## src/rtl/counter_step_controller.sv

```systemverilog
// rtl/counter_step_controller.sv - step sequencer for a 6-bit up/down counter.
// Turns up/down request edges and an auto-run timer into setup/pulse/release step transactions.
module counter_step_controller #(
  parameter int PERIOD = 16,
  parameter int TW     = 8
) (
  input  logic clk,
  input  logic reset,
  input  logic up_req,
  input  logic down_req,
  input  logic auto_en,
  input  logic clear,
  input  logic cnt_finish,
  output logic cnt_enable,
  output logic cnt_forward,
  output logic cnt_increment,
  output logic busy,
  output logic done
);

  typedef enum logic [1:0] {IDLE, SETUP, PULSE, RELEASE} state_t;

  state_t        state_q, state_d;
  logic          up_hist_q, down_hist_q;
  logic          up_pend_q, up_pend_d;
  logic          down_pend_q, down_pend_d;
  logic          auto_pend_q, auto_pend_d;
  logic [TW-1:0] timer_q, timer_d;
  logic          cnt_enable_q;
  logic          cnt_forward_q, cnt_forward_d;
  logic          cnt_increment_q, cnt_increment_d;
  logic          busy_q, busy_d;
  logic          done_q, done_d;

  logic up_edge, down_edge, auto_run, expire, idle;
  logic cancel, grant_up, grant_down, grant_auto;

  always_comb begin
    up_edge    = up_req & ~up_hist_q;
    down_edge  = down_req & ~down_hist_q;
    auto_run   = auto_en & ~done_q;
    expire     = auto_run && (timer_q == TW'(PERIOD - 1));
    idle       = (state_q == IDLE);
    // Simultaneous up and down requests cancel out and block auto for that cycle.
    cancel     = idle & up_pend_q & down_pend_q;
    grant_up   = idle & up_pend_q & ~down_pend_q;
    grant_down = idle & down_pend_q & ~up_pend_q;
    grant_auto = idle & auto_pend_q & ~up_pend_q & ~down_pend_q;

    up_pend_d   = up_pend_q ? ~(grant_up | cancel) : up_edge;
    down_pend_d = down_pend_q ? ~(grant_down | cancel) : down_edge;
    auto_pend_d = auto_run & (auto_pend_q ? ~grant_auto : expire);
    timer_d     = (!auto_run || expire) ? '0 : timer_q + TW'(1);
    done_d      = cnt_finish | (done_q & ~clear);

    state_d         = state_q;
    cnt_forward_d   = cnt_forward_q;
    cnt_increment_d = 1'b0;
    busy_d          = 1'b0;
    case (state_q)
      IDLE: begin
        if (grant_up || grant_down || grant_auto) begin
          state_d       = SETUP;
          cnt_forward_d = ~grant_down;
          busy_d        = 1'b1;
        end
      end
      SETUP: begin
        state_d         = PULSE;
        cnt_increment_d = 1'b1;
        busy_d          = 1'b1;
      end
      PULSE: begin
        state_d = RELEASE;
        busy_d  = 1'b1;
      end
      default: state_d = IDLE;
    endcase
  end

  always_ff @(posedge clk) begin
    if (reset) begin
      state_q         <= IDLE;
      up_hist_q       <= up_req;
      down_hist_q     <= down_req;
      up_pend_q       <= 1'b0;
      down_pend_q     <= 1'b0;
      auto_pend_q     <= 1'b0;
      timer_q         <= '0;
      cnt_enable_q    <= 1'b0;
      cnt_forward_q   <= 1'b0;
      cnt_increment_q <= 1'b0;
      busy_q          <= 1'b0;
      done_q          <= 1'b0;
    end else begin
      state_q         <= state_d;
      up_hist_q       <= up_req;
      down_hist_q     <= down_req;
      up_pend_q       <= up_pend_d;
      down_pend_q     <= down_pend_d;
      auto_pend_q     <= auto_pend_d;
      timer_q         <= timer_d;
      cnt_enable_q    <= 1'b1;
      cnt_forward_q   <= cnt_forward_d;
      cnt_increment_q <= cnt_increment_d;
      busy_q          <= busy_d;
      done_q          <= done_d;
    end
  end

  assign cnt_enable    = cnt_enable_q;
  assign cnt_forward   = cnt_forward_q;
  assign cnt_increment = cnt_increment_q;
  assign busy          = busy_q;
  assign done          = done_q;

endmodule
```

## config.mk

```make
export PLATFORM = sky130hd
export DESIGN_NAME = counter_step_controller
export DESIGN_NICKNAME = d
export VERILOG_FILES = /design/src/rtl/counter_step_controller.sv
export SDC_FILE = /design/constraint.sdc
export NUM_CORES = 1
export LEC_CHECK = 0
export BUFFER_PORTS_ARGS = -buffer_cell sky130_fd_sc_hd__buf_2
export CAP_MARGIN = 10
export CORE_MARGIN = 3
export CORE_UTILIZATION = 58
export CTS_CLUSTER_DIAMETER = 80
export CTS_CLUSTER_SIZE = 28
export DETAILED_ROUTE_END_ITERATION = 10
export PLACE_DENSITY_LB_ADDON = 0.25
export SLEW_MARGIN = 20
export SYNTH_ARGS = -nofsm -noshare
export SYNTH_HDL_FRONTEND = slang
export SYNTH_SLANG_ARGS = --single-unit
```

## constraint.sdc

```tcl
create_clock -name clk -period 3.53 [get_ports clk]
set_clock_uncertainty 0.1 [all_clocks]
set_input_delay 0.706 -clock clk [delete_from_list [all_inputs] [get_ports clk]]
set_output_delay 0.706 -clock clk [all_outputs]
set_load 0.005 [all_outputs]
```

# --- After elaboration in Yosys (flattened, before gate mapping) ---
# Cells that the tools add are included.
word_totals:
  regBits: 20
  in_bits: 7
  output_inout_bits: 5
  elab_cells: 61
classes:
  addsub: 1
  eq_ne: 4
  n_mux: 9
  n_bitwise: 26
  n_reduce_logical: 9
op_table:
  columns: ["op", "n"]
  rows:
  - ["$and 1x1->1", 13]
  - ["$not 1->1", 10]
  - ["$add 8x1->8 const B", 1]
  - ["$eq 8x4->1 const B", 1]
  - ["$mux 1", 6]
  - ["$pmux 2 s3", 1]
  - ["$reduce_or 2->1", 2]
  - ["$logic_or 1x1->1", 3]
  - ["$or 1x1->1", 3]
  - ["$eq 2x1->1 const B", 1]
  - ["$eq 2x2->1 const B", 1]
  - ["$logic_not 2->1", 1]
  - ["$mux 2", 1]
  - ["$ne 2x1->1 const B", 1]
  - ["$pmux 1 s2", 1]
  - ["$reduce_and 2->1", 1]
  - ["$logic_and 1x1->1", 1]
  - ["$logic_not 1->1", 1]

# --- Logic depth before layout (Yosys ltp) ---
# Gate-level depths: netlist (run 1).
depth:
  depth_word: 7
  depth_mapped: 5
  depth_no_buf: 5

# --- Least setup slack after synthesis (run 1) ---
# OpenSTA, ideal clock, no wires.
synth_timing:
  path_type: "input to register"
  start: "input port reset"
  end: "register timer_q[5]"
  setup_time_ns: 0.066
  arrival_ns: 1.452
  t_required_ns: 3.364
  slack_ns: 1.912
  stages: 3
  n_path_buf: 0
  path_cell_list: "or3b_4 a41o_4 a21oi_2"
synth_between:
  elab_chain_len: 1
synth_rtl:
  columns: ["element", "line", "text"]
  rows:
  - ["from (decl)", "8", "input logic reset,"]
  - ["$reduce_or 2->1 (no line)", null, null]
  - ["to (signal assigned)", "102", "timer_q <= timer_d;"]
  - ["to (decl)", "28", "logic [TW-1:0] timer_q, timer_d;"]
# No other way between the ends.
# A chain may end at the register's enable or synchronous reset.

# --- Worst setup path in the final report (run 1) ---
layout_timing:
  start: "register state_q[1]"
  end: "register state_q[0]"
layout_between:
  elab_chain_len: 6
  elab_cells_between_ends: 14
  cone_classes: "3 x eq/ne; 1 x mux; 7 x bitwise; 3 x reduce/logical"
layout_rtl:
  columns: ["element", "line", "text"]
  rows:
  - ["from (decl)", "23", "state_t state_q, state_d;"]
  - ["from (signal assigned)", "96", "state_q <= state_d;"]
  - ["$logic_not 2->1", "43, 60", null]
  - ["$and 1x1->1 (on tied branches) (2 in series)", "48, 46, 47", null]
  - ["$and 1x1->1 / $logic_or 1x1->1 (equally long branches)", "48, 62", null]
  - ["$logic_or 1x1->1", "62", "if (grant_up || grant_down || grant_auto) begin"]
  - ["$ne 2x1->1 (no line)", null, null]
# Parallel ways exist; a longest one is shown, timed or not.

==> results of run 1 <==
[worst reg2reg max path, stage by stage (launching register included)]
cell	delay [ns]
dfxtp_1	0.41
inv_1	0.10
ha_1	0.23
a211o_1	0.32
a211o_1	0.27
a31oi_1	0.13
[where the power goes]
group	total [W]	leakage [nW]	switching (W)	internal, W
clock	0.000186	0.0279	0.0000714	0.000115
combinational	0.0000577	0.205	0.0000318	0.0000259
sequential	0.000245	0.164	0.00000789	0.000237
[layout by cell type (no fill, tap or decap), types with 2 or more instances in the layout]
cell / count
ha_1: 6
o21ai_0: 3
a211o_1: 2
or3_1: 4
nor2_2: 3
nand3_1: 3
nor2_1: 6
a31oi_1: 2
dfxtp_1: 20
a21oi_1: 7
clkbuf_4: 3
a21oi_2: 3
buf_2: 11
nor3b_1: 2
inv_1: 6
nand2_1: 6
[metal layers]
| layer | up-vias | global-route usage |
|---|---|---|
| li1 | 346 | - |
| met1 | 303 | 0.2556 |
| met2 | 22 | 0.2751 |
| met3 | 5 | 0.04878 |
| met4 | 0 | 0.09036 |
| met5 | - | 0 |
[cells by family (layout without fill, tap and decap cells)]
| logic type | count (synthesis) | after routing | synth area share |
|---|---|---|---|
| flops | 20 | 20 | 0.4624 |
| compound gates | 21 | 21 | 0.1806 |
| simple gates | 31 | 31 | 0.2066 |
| xor+xnor | 2 | 2 | 0.02023 |
| fa+ha+maj | 6 | 6 | 0.08670 |
| buf+inv | 7 | 21 | 0.03178 |
| mux | 1 | 1 | 0.01156 |
[final cells by class]
type,count,area share
clock buffer,3,0.02281
clock inverter,1,0.03042
timing repair buffer,11,0.05577
inverter,6,0.02281
sequential,20,0.4056
tap,15,0.01901
multi-input combinational,61,0.4436
[state kept, by name, indices dropped and copies added (netlist names)]
| signal | count |
|---|---|
| cnt_increment | 1 |
| down_hist_q | 1 |
| timer_q | 8 |
| cnt_enable | 1 |
| cnt_forward | 1 |
| up_pend_q | 1 |
| up_hist_q | 1 |
| auto_pend_q | 1 |
| state_q | 2 |
| down_pend_q | 1 |
| busy | 1 |
| done | 1 |
[per-stage QoR]
step	util	total power, W	worst slack, ns
CTS	0.7312	0.0004906	1.912
floorplan	-	0.0002882	1.912
detailed placement	0.6923	0.0003074	1.688
global placement	0.6923	0.0003042	1.720
global route	0.7312	0.0005105	1.801
finish	0.7312	0.0004887	1.916
[worst max-delay path by stage]
stage,start,endpoint,slack [ns],cells past startpoint
floorplan,reset,timer_q[5]$_SDFF_PP0_,1.91,3
finish,state_q[1]$_SDFFE_PP0P_,state_q[0]$_SDFFE_PP0P_,1.92,5
detailed placement,reset,timer_q[6]$_SDFF_PP0_,1.69,4
global placement,reset,timer_q[5]$_SDFF_PP0_,1.72,4
global route,state_q[1]$_SDFFE_PP0P_,state_q[0]$_SDFFE_PP0P_,1.80,5
CTS,cnt_forward$_SDFFE_PP0P_,cnt_forward,1.91,1
==> metrics.txt, run 1 <==
Slew Viols, Final=0; Num CTS Buffers=3; Slew @ Worst Pin=0.3902 ns; RD Place Congestion=0.7495; # diodes=0; RSZ-0062 raised after global routing=false; Syn. warnings=0; H-tree Lvls=1; cts hold-fix bufs=0; WS Path Type=reg2reg; Fin. Hold Viols=0; area of the multi-input gates=437.9 um2; most used flip-flop cell after synthesis=dfxtp_1; CP cell instances=inv_1 > ha_1 > a211o_1 > a211o_1 > a31oi_1; post-synthesis cell type count=29; total track usage=0.1883; most frequent cell on the critical path=a211o_1; CTS tree=done; fin nets=116; ys async rst share=0; top cells by count, synth=20 x dfxtp_1, 7 x a21oi_1; type of the most critical hold path=reg2reg; flops & latches, synth=20; crit path time final=1.614 ns; PortBufs=11; Pwr Density=495.0 nW/um2; final cell count without fillers=117; Cells on Worst Hold Path=1; drt total wl=1552 um; top sig layer=met4; Sink Count=20; Resized Gates After CTS=0; Worst setup EP type=register; path depth of the worst reg2reg path=5; I/O pins=12; drt first-iter violations=14; first-pass GRT wire length=2725 um; top cell type's share of synthesized area=0.4624; worst endpoint required time=3.67 ns; post-synthesis area per instance=9.839 um2; vias in the first global route=625; Placement Cell Area=934.6 um2; antenna violations before repair=0; Clock Latency Late Sink=0.30 ns; Hold WS=0.3796 ns; Yosys top cell by area=dfxtp_1; Fill cells=91; Routed Antenna Nets=0; setup TNS=0 ns; Max stage delay on crit path=0.41 ns; die width=44.64 um; Via density=5.778; Crit Path Max Fanout=4; DIE AREA=1992 um2; Slew Limit Headroom=0.7377; # DRC=0; crit path DAT=1.75 ns; Syn Nets=101; placed cell count=113; sequential-to-total area share from yosys stat=0.4624; CTS clk-pin slew, worst paths=0.11 ns; Cells after Synth=88; ranking of synthesized cells by area=dfxtp_1 46%, ha_1 8.7%, a21oi_1 4.0%; leakage dissipation=0.3964 nW; Post-Syn Area=865.8 um2; final period utilization=0.4571; clk buf depth=2; core footprint=1350 um2; Buffers & Inverters on Critical Path=1; die outline height=44.64 um; Root Driver=clkbuf_4; Fmax=619.7 MHz; Metal-1 WL=750 um; drt pass-1 iters=4; P&R area growth vs syn=14.02%; post-route cell area=987.2 um2; Final Setup Violations=0; met3 WL=77 um; number of flops mapped to enable cells by yosys=0; share of layout cells above drive strength 1=0.2549; VDD IR max=0.2382 mV; max cap viols=0; delay-heaviest family, CP=compound AO/OA/AOI/OAI gates; Hold Path Origin=timer_q[0]$_SDFF_PP0_; final HPWL from detailed placement=1171 um; DR vias=676; CP max stage cell=dfxtp_1; setup bufs post-CTS=0; initial core utilization=0.6413; largest net degree at the start of global routing=13; global route total overflow=0; mean routed wirelength per cell=13.26 um; most common cell in the netlist=dfxtp_1; row cnt=13; met2 wire length=689 um; status=finished clean; FF+latch area=400.4 um2; Endpoint, Worst Hold=timer_q[0]$_SDFF_PP0_; worst reg2reg endpoint=state_q[0]$_SDFFE_PP0P_; R2R Path Start=state_q[1]$_SDFFE_PP0P_; R2R Setup Slk=1.92 ns; startpoint class of the critical path=register
(Power assumes the default switching activity.)
==> run 2: changes to the inputs <==
--- a/config.mk
+++ b/config.mk
@@ -5,10 +5,11 @@
 export SDC_FILE = /design/constraint.sdc
 export NUM_CORES = 1
 export LEC_CHECK = 0
+export ABC_AREA = 1
 export BUFFER_PORTS_ARGS = -buffer_cell sky130_fd_sc_hd__buf_2
 export CAP_MARGIN = 10
 export CORE_MARGIN = 3
-export CORE_UTILIZATION = 58
+export CORE_UTILIZATION = 49
 export CTS_CLUSTER_DIAMETER = 80
 export CTS_CLUSTER_SIZE = 28
 export DETAILED_ROUTE_END_ITERATION = 10
==> constraint.sdc (replaced) <==
create_clock -name clk -period 1.4 [get_ports clk]
set_clock_uncertainty 0.1 [all_clocks]
set_input_delay 0.28 -clock clk [delete_from_list [all_inputs] [get_ports clk]]
set_output_delay 0.28 -clock clk [all_outputs]
set_load 0.005 [all_outputs]
==> metrics.txt, run 2 <==
Largest register FFs=8; Fin. Hold Viols=0; first-pass GRT wire length=2766 um; top cells by count, synth=24 x nor2_1, 22 x inv_1, 22 x nand2_1, 20 x dfxtp_1, 7 x nand3_1; Syn. warnings=0; startpoint class of the critical path=register; DR vias=762; multiplexer share of the synthesized area=0; Yosys top cell by area=dfxtp_1; CTS tree=done; crit path DAT=1.43 ns; total track usage=0.1483; path depth of the worst reg2reg path=8; Final Setup Violations=0; # DRC=0; drt first-iter violations=16; xor and xnor area share after synthesis=0.01928; Root Driver=clkbuf_4; mean routed wirelength per cell=10.00 um; Cells after Synth=122; DIE AREA=2406 um2; Post-Synth Adder-Cell Area=0.08264; path length in cells of the critical path=8; PortBufs=11; global route total overflow=0; core footprint=1629 um2; leakage dissipation=0.5583 nW; Cells on Worst Hold Path=2; Regs by FF count=timer_q x8, state_q x2; Final Total Pwr=0.001596 W; CP cell instances=inv_2 > ha_4 > nand2_1 > nor2_1 > nor2_1 > nand4_1 > nand2_1 > nor2_1; Util after Layout=0.6743; Max stage delay on crit path=0.37 ns; Post-Syn Area=908.4 um2; ys async rst share=0; Crit Path Max Fanout=5; Post-Synth Simple-Gate Area=0.3003; I/O pins=12; Slew Limit Headroom=0.8343; flops & latches, synth=20; VDD IR max=0.7414 mV; antenna violations before repair=0; Slew Viols, Final=0; commonest cells after routing, fill and taps aside=23 x nor2_1, 22 x nand2_1, 20 x inv_1, 17 x dfxtp_1, 11 x buf_2; Hold WS=0.09134 ns; initial core utilization=0.5576; worst endpoint required time=1.51 ns; # diodes=0; drt pass-1 iters=4; final period utilization=0.9455; ranking of synthesized cells by area=dfxtp_1 44%, nor2_1 9.9%, inv_1 9.1%; CP max stage cell=dfxtp_2; commonest non-fill, non-tap cell in the layout=nor2_1; H-tree Lvls=1; max cap viols=0; Routed Antenna Nets=0; clk buf depth=2; most frequent cell on the critical path=nor2_1; post-synthesis cell type count=18; most common cell in the netlist=nor2_1; largest net degree at the start of global routing=12; row cnt=14; Num CTS Buffers=3; delay-heaviest family, CP=simple AND/OR/NAND/NOR gates; Pwr Density=1453 nW/um2; die width=49.06 um; crit path time final=1.324 ns; final HPWL from detailed placement=1193 um; share of layout cells above drive strength 1=0.2465; number of flops mapped to enable cells by yosys=0; Fill cells=142; Sink Count=20; Via density=4.590; area of the multi-input gates=431.7 um2; main combinational cell family by area after synthesis=simple AND/OR/NAND/NOR gates; setup TNS=0 ns; Placement Cell Area=1003 um2; WS Path Type=reg2reg; post-synthesis area per instance=7.446 um2; compound-gate portion of the synthesized area=0.05096; post-route cell area=1099 um2; CTS clk-pin slew, worst paths=0.11 ns; P&R area growth vs syn=20.94%; FF+latch area=404.1 um2; most flop-heavy register=timer_q; Slew @ Worst Pin=0.2477 ns; top cell type's share of synthesized area=0.4408; vias in the first global route=690; sequential-to-total area share from yosys stat=0.4408; most used flip-flop cell after synthesis=dfxtp_1; Syn Nets=135; Buffers & Inverters on Critical Path=1; Fmax=755.4 MHz; die outline height=49.06 um; RD Place Congestion=0.8193; fin nets=156; drt total wl=1660 um; Clock Latency Late Sink=0.30 ns; Worst setup EP type=register; status=finished clean; type of the most critical hold path=in2reg
-- run 2: cell types whose count changed after synthesis, sizes merged, moves of 2 or more --
cell / delta
nor2: +15
o21ai: -2
nand2: +18
nand3: +4
nand4: +3
inv: +17
nor3b: -2
or3: -4
a211o: -2
a31oi: -2
a21oi: -4
-- run 2: area by class of cell --
class                      instances  area share
clock buffer                       4     0.03303
timing repair buffer              17     0.09567
multi-input combinational         77      0.3929
tap                               24     0.02733
inverter                          24     0.08314
sequential                        20      0.3679
-- run 2: cell families (layout without fill, tap and decap cells) --
group,count (synthesis),after routing
AND/OR/NAND/NOR,62,62
buffers and inverters,25,45
flip-flops,20,20
AO/OA/AOI/OAI,7,7
adder cells (fa/ha/maj),6,6
XOR/XNOR,2,2
-- run 2: power breakdown --
part / switching (W) / total [W] / internal [W]
combinational: 0.000312 / 0.000571 / 0.000259
sequential: 0.0000445 / 0.000692 / 0.000647
clock: 0.000175 / 0.000334 / 0.000159
total: 0.000531 / 0.00160 / 0.00106
-- run 2: worst paths after layout --
path | startpoint | to | slack, ns
hold / removal | reset | cnt_increment$_SDFF_PP0_ | 0.09
hold reg to reg | timer_q[0]$_SDFF_PP0_ | timer_q[0]$_SDFF_PP0_ | 0.33
setup reg to reg | state_q[1]$_SDFFE_PP0P_ | state_q[1]$_SDFFE_PP0P_ | 0.08
setup / recovery | state_q[1]$_SDFFE_PP0P_ | state_q[1]$_SDFFE_PP0P_ | 0.08
-- run 2: per-layer routing --
| metal | vias to the layer above | share of wire | wire (um) | GRT usage |
|---|---|---|---|---|
| met2 | 14 | 0.44 | 735 | 0.2330 |
| li1 | 409 | - | - | - |
| met4 | 0 | 0.0078 | 13 | 0.04265 |
| met3 | 2 | 0.048 | 79 | 0.06422 |
| met5 | - | 0 | 0 | 0 |
| met1 | 337 | 0.50 | 832 | 0.1828 |
-- run 2: per-stage QoR --
stage               setup slack [ns]  cells
global route                -0.01980    166
finish                       0.07628    166
floorplan                    0.03650    122
global placement             0.04849    158
detailed placement          -0.04002    158
CTS                         0.006200    164
-- run 2: what timing repair did --
item,in CTS,in global routing
pin swaps,1,3
hold buffers,2,0
resized for setup,3,6
setup buffers,0,2
hold endpoints to repair,2,0
endpoints found under the setup margin,2,5
==> run 3: changes to the inputs <==
--- a/config.mk
+++ b/config.mk
@@ -5,15 +5,16 @@
 export SDC_FILE = /design/constraint.sdc
 export NUM_CORES = 1
 export LEC_CHECK = 0
-export ABC_AREA = 1
+export ABC_AREA = 0
 export BUFFER_PORTS_ARGS = -buffer_cell sky130_fd_sc_hd__buf_2
 export CAP_MARGIN = 10
 export CORE_MARGIN = 3
-export CORE_UTILIZATION = 49
+export CORE_UTILIZATION = 48
 export CTS_CLUSTER_DIAMETER = 80
 export CTS_CLUSTER_SIZE = 28
 export DETAILED_ROUTE_END_ITERATION = 10
 export PLACE_DENSITY_LB_ADDON = 0.25
+export SETUP_SLACK_MARGIN = 0.2
 export SLEW_MARGIN = 20
 export SYNTH_ARGS = -nofsm -noshare
 export SYNTH_HDL_FRONTEND = slang
==> metrics.txt, run 3 (synthesis gave the netlist of run 1 again) <==
status=finished with violations; violated checks=setup timing; leakage dissipation=0.4993 nW; Util after Layout=0.7873; Slew Viols, Final=0; Hold WS=0.06778 ns; # diodes=0; die width=48.47 um; commonest cells after routing, fill and taps aside=16 x buf_4, 11 x dfxtp_1, 10 x buf_2, 9 x a21oi_2; R2R Path Start=state_q[0]$_SDFFE_PP0P_; Pwr Density=924.4 nW/um2; # DRC=0; PortBufs=11; global route total overflow=0; VDD IR max=0.6815 mV; mean routed wirelength per cell=13.26 um; RD Place Congestion=0.7559; clk buf depth=2; worst setup margin=-0.01295 ns; WS Path Type=reg2reg; I/O pins=12; Fill cells=106; H-tree Lvls=1; P&R area growth vs syn=44.94%; CTS tree=done; Slew @ Worst Pin=0.3275 ns; met3 Usage GRT=0.04601; most flop-heavy register=timer_q; drt first-iter violations=6; drt pass-1 iters=4; R2R Setup Slk=-0.01 ns; Final Total Pwr=0.001160 W; Hold Path Origin=cnt_finish; Worst setup EP type=register; die outline height=48.47 um; commonest non-fill, non-tap cell in the layout=buf_4; total track usage=0.1615; setup TNS=-0.02066 ns; RSZ-0062 raised after global routing=true; share of layout cells above drive strength 1=0.5702; CTS clk-pin slew, worst paths=0.11 ns; core footprint=1594 um2; Endpoint, Worst Hold=done$_SDFF_PP0_; max cap viols=0; antenna violations before repair=0; row cnt=14; Final Setup Violations=2; vias in the first global route=694; type of the most critical hold path=in2reg; worst reg2reg endpoint=state_q[0]$_SDFFE_PP0P_; initial core utilization=0.5432; worst endpoint required time=1.54 ns; Sink Count=20; first-pass GRT wire length=3070 um; GR Util met2=0.2477; Clock Latency Late Sink=0.31 ns; Regs by FF count=timer_q x8, state_q x2; Cells on Worst Hold Path=3; Fmax=707.7 MHz; Top Usage Layer GRT=met2; drt total wl=1923 um; GR Layer Usage met1=0.2188; Num CTS Buffers=3; Slew Limit Headroom=0.7801; Via density=5.310; largest net degree at the start of global routing=11; DIE AREA=2349 um2; Root Driver=clkbuf_4; path depth of the worst reg2reg path=5; DR vias=770; Fin. Hold Viols=0; Largest register FFs=8; final period utilization=1.009; crit path time final=1.413 ns; crit path DAT=1.55 ns; Routed Antenna Nets=0; startpoint class of the critical path=register; fin nets=136; Crit Path Max Fanout=3; final HPWL from detailed placement=1186 um
[run 3: cell count changes in the layout (fill, tap and decap cells not counted), sizes merged, moves of 2 or more]
cell	before	now
inv	23	6
or3	0	4
nor2	24	9
nand2	24	6
a211o	0	2
a31oi	0	2
nand3	7	3
a21oi	6	10
buf	15	29
nor3b	0	2
o21ai	1	3
nand4	4	1
[run 3: layer usage]
layer,share of wire,wire length (um)
met3,0.053,101
met1,0.47,912
met4,0.020,38
met5,0,0
met2,0.45,871
[run 3: worst max path at each step]
stage,startpoint,to,slack [ns],depth (start not counted)
after floorplan,state_q[0]$_SDFFE_PP0P_,state_q[0]$_SDFFE_PP0P_,-0.009,5
after global placement,state_q[0]$_SDFFE_PP0P_,state_q[0]$_SDFFE_PP0P_,0.02,5
after detailed placement,state_q[0]$_SDFFE_PP0P_,state_q[0]$_SDFFE_PP0P_,-0.02,5
after CTS,state_q[0]$_SDFFE_PP0P_,state_q[0]$_SDFFE_PP0P_,0.01,5
after global routing,state_q[0]$_SDFFE_PP0P_,state_q[0]$_SDFFE_PP0P_,-0.07,5
final,state_q[0]$_SDFFE_PP0P_,state_q[0]$_SDFFE_PP0P_,-0.01,5
[run 3: per-stage QoR]
step	cells	setup slack (ns)	cell area (um2)
finish	145	-0.01295	1255
floorplan	88	-0.008606	909.6
CTS	143	0.01243	1179
global placement	131	0.01501	1057
detailed placement	131	-0.02243	1057
global route	145	-0.06971	1255
[run 3: what timing repair did]
action	CTS	global route
hold endpoints to repair	2	0
resized for setup	7	16
hold buffers	2	0
pin swaps	8	6
setup buffers	7	2
setup endpoints to repair	14	16
[run 3: cell type report]
cell class                      instances  area, um2  area share
Clock buffer                            3      22.52     0.01795
Tap cell                               24      30.03     0.02393
Inverter                                6      25.02     0.01994
Timing Repair Buffer                   31      224.0      0.1785
Multi-Input combinational cell         61      534.3      0.4257
Sequential cell                        20      419.2      0.3340
[run 3: critical path, cell delays in order (launching register included)]
cell,delay (ns)
dfxtp_2,0.35
inv_2,0.05
ha_4,0.15
a211o_1,0.30
a211o_1,0.27
a31oi_1,0.12
[run 3: power by group]
part,leakage (nW),switching [W],internal [W]
sequential,0.168,0.0000172,0.000596
combinational,0.317,0.000123,0.000145
clock,0.0138,0.000178,0.000101
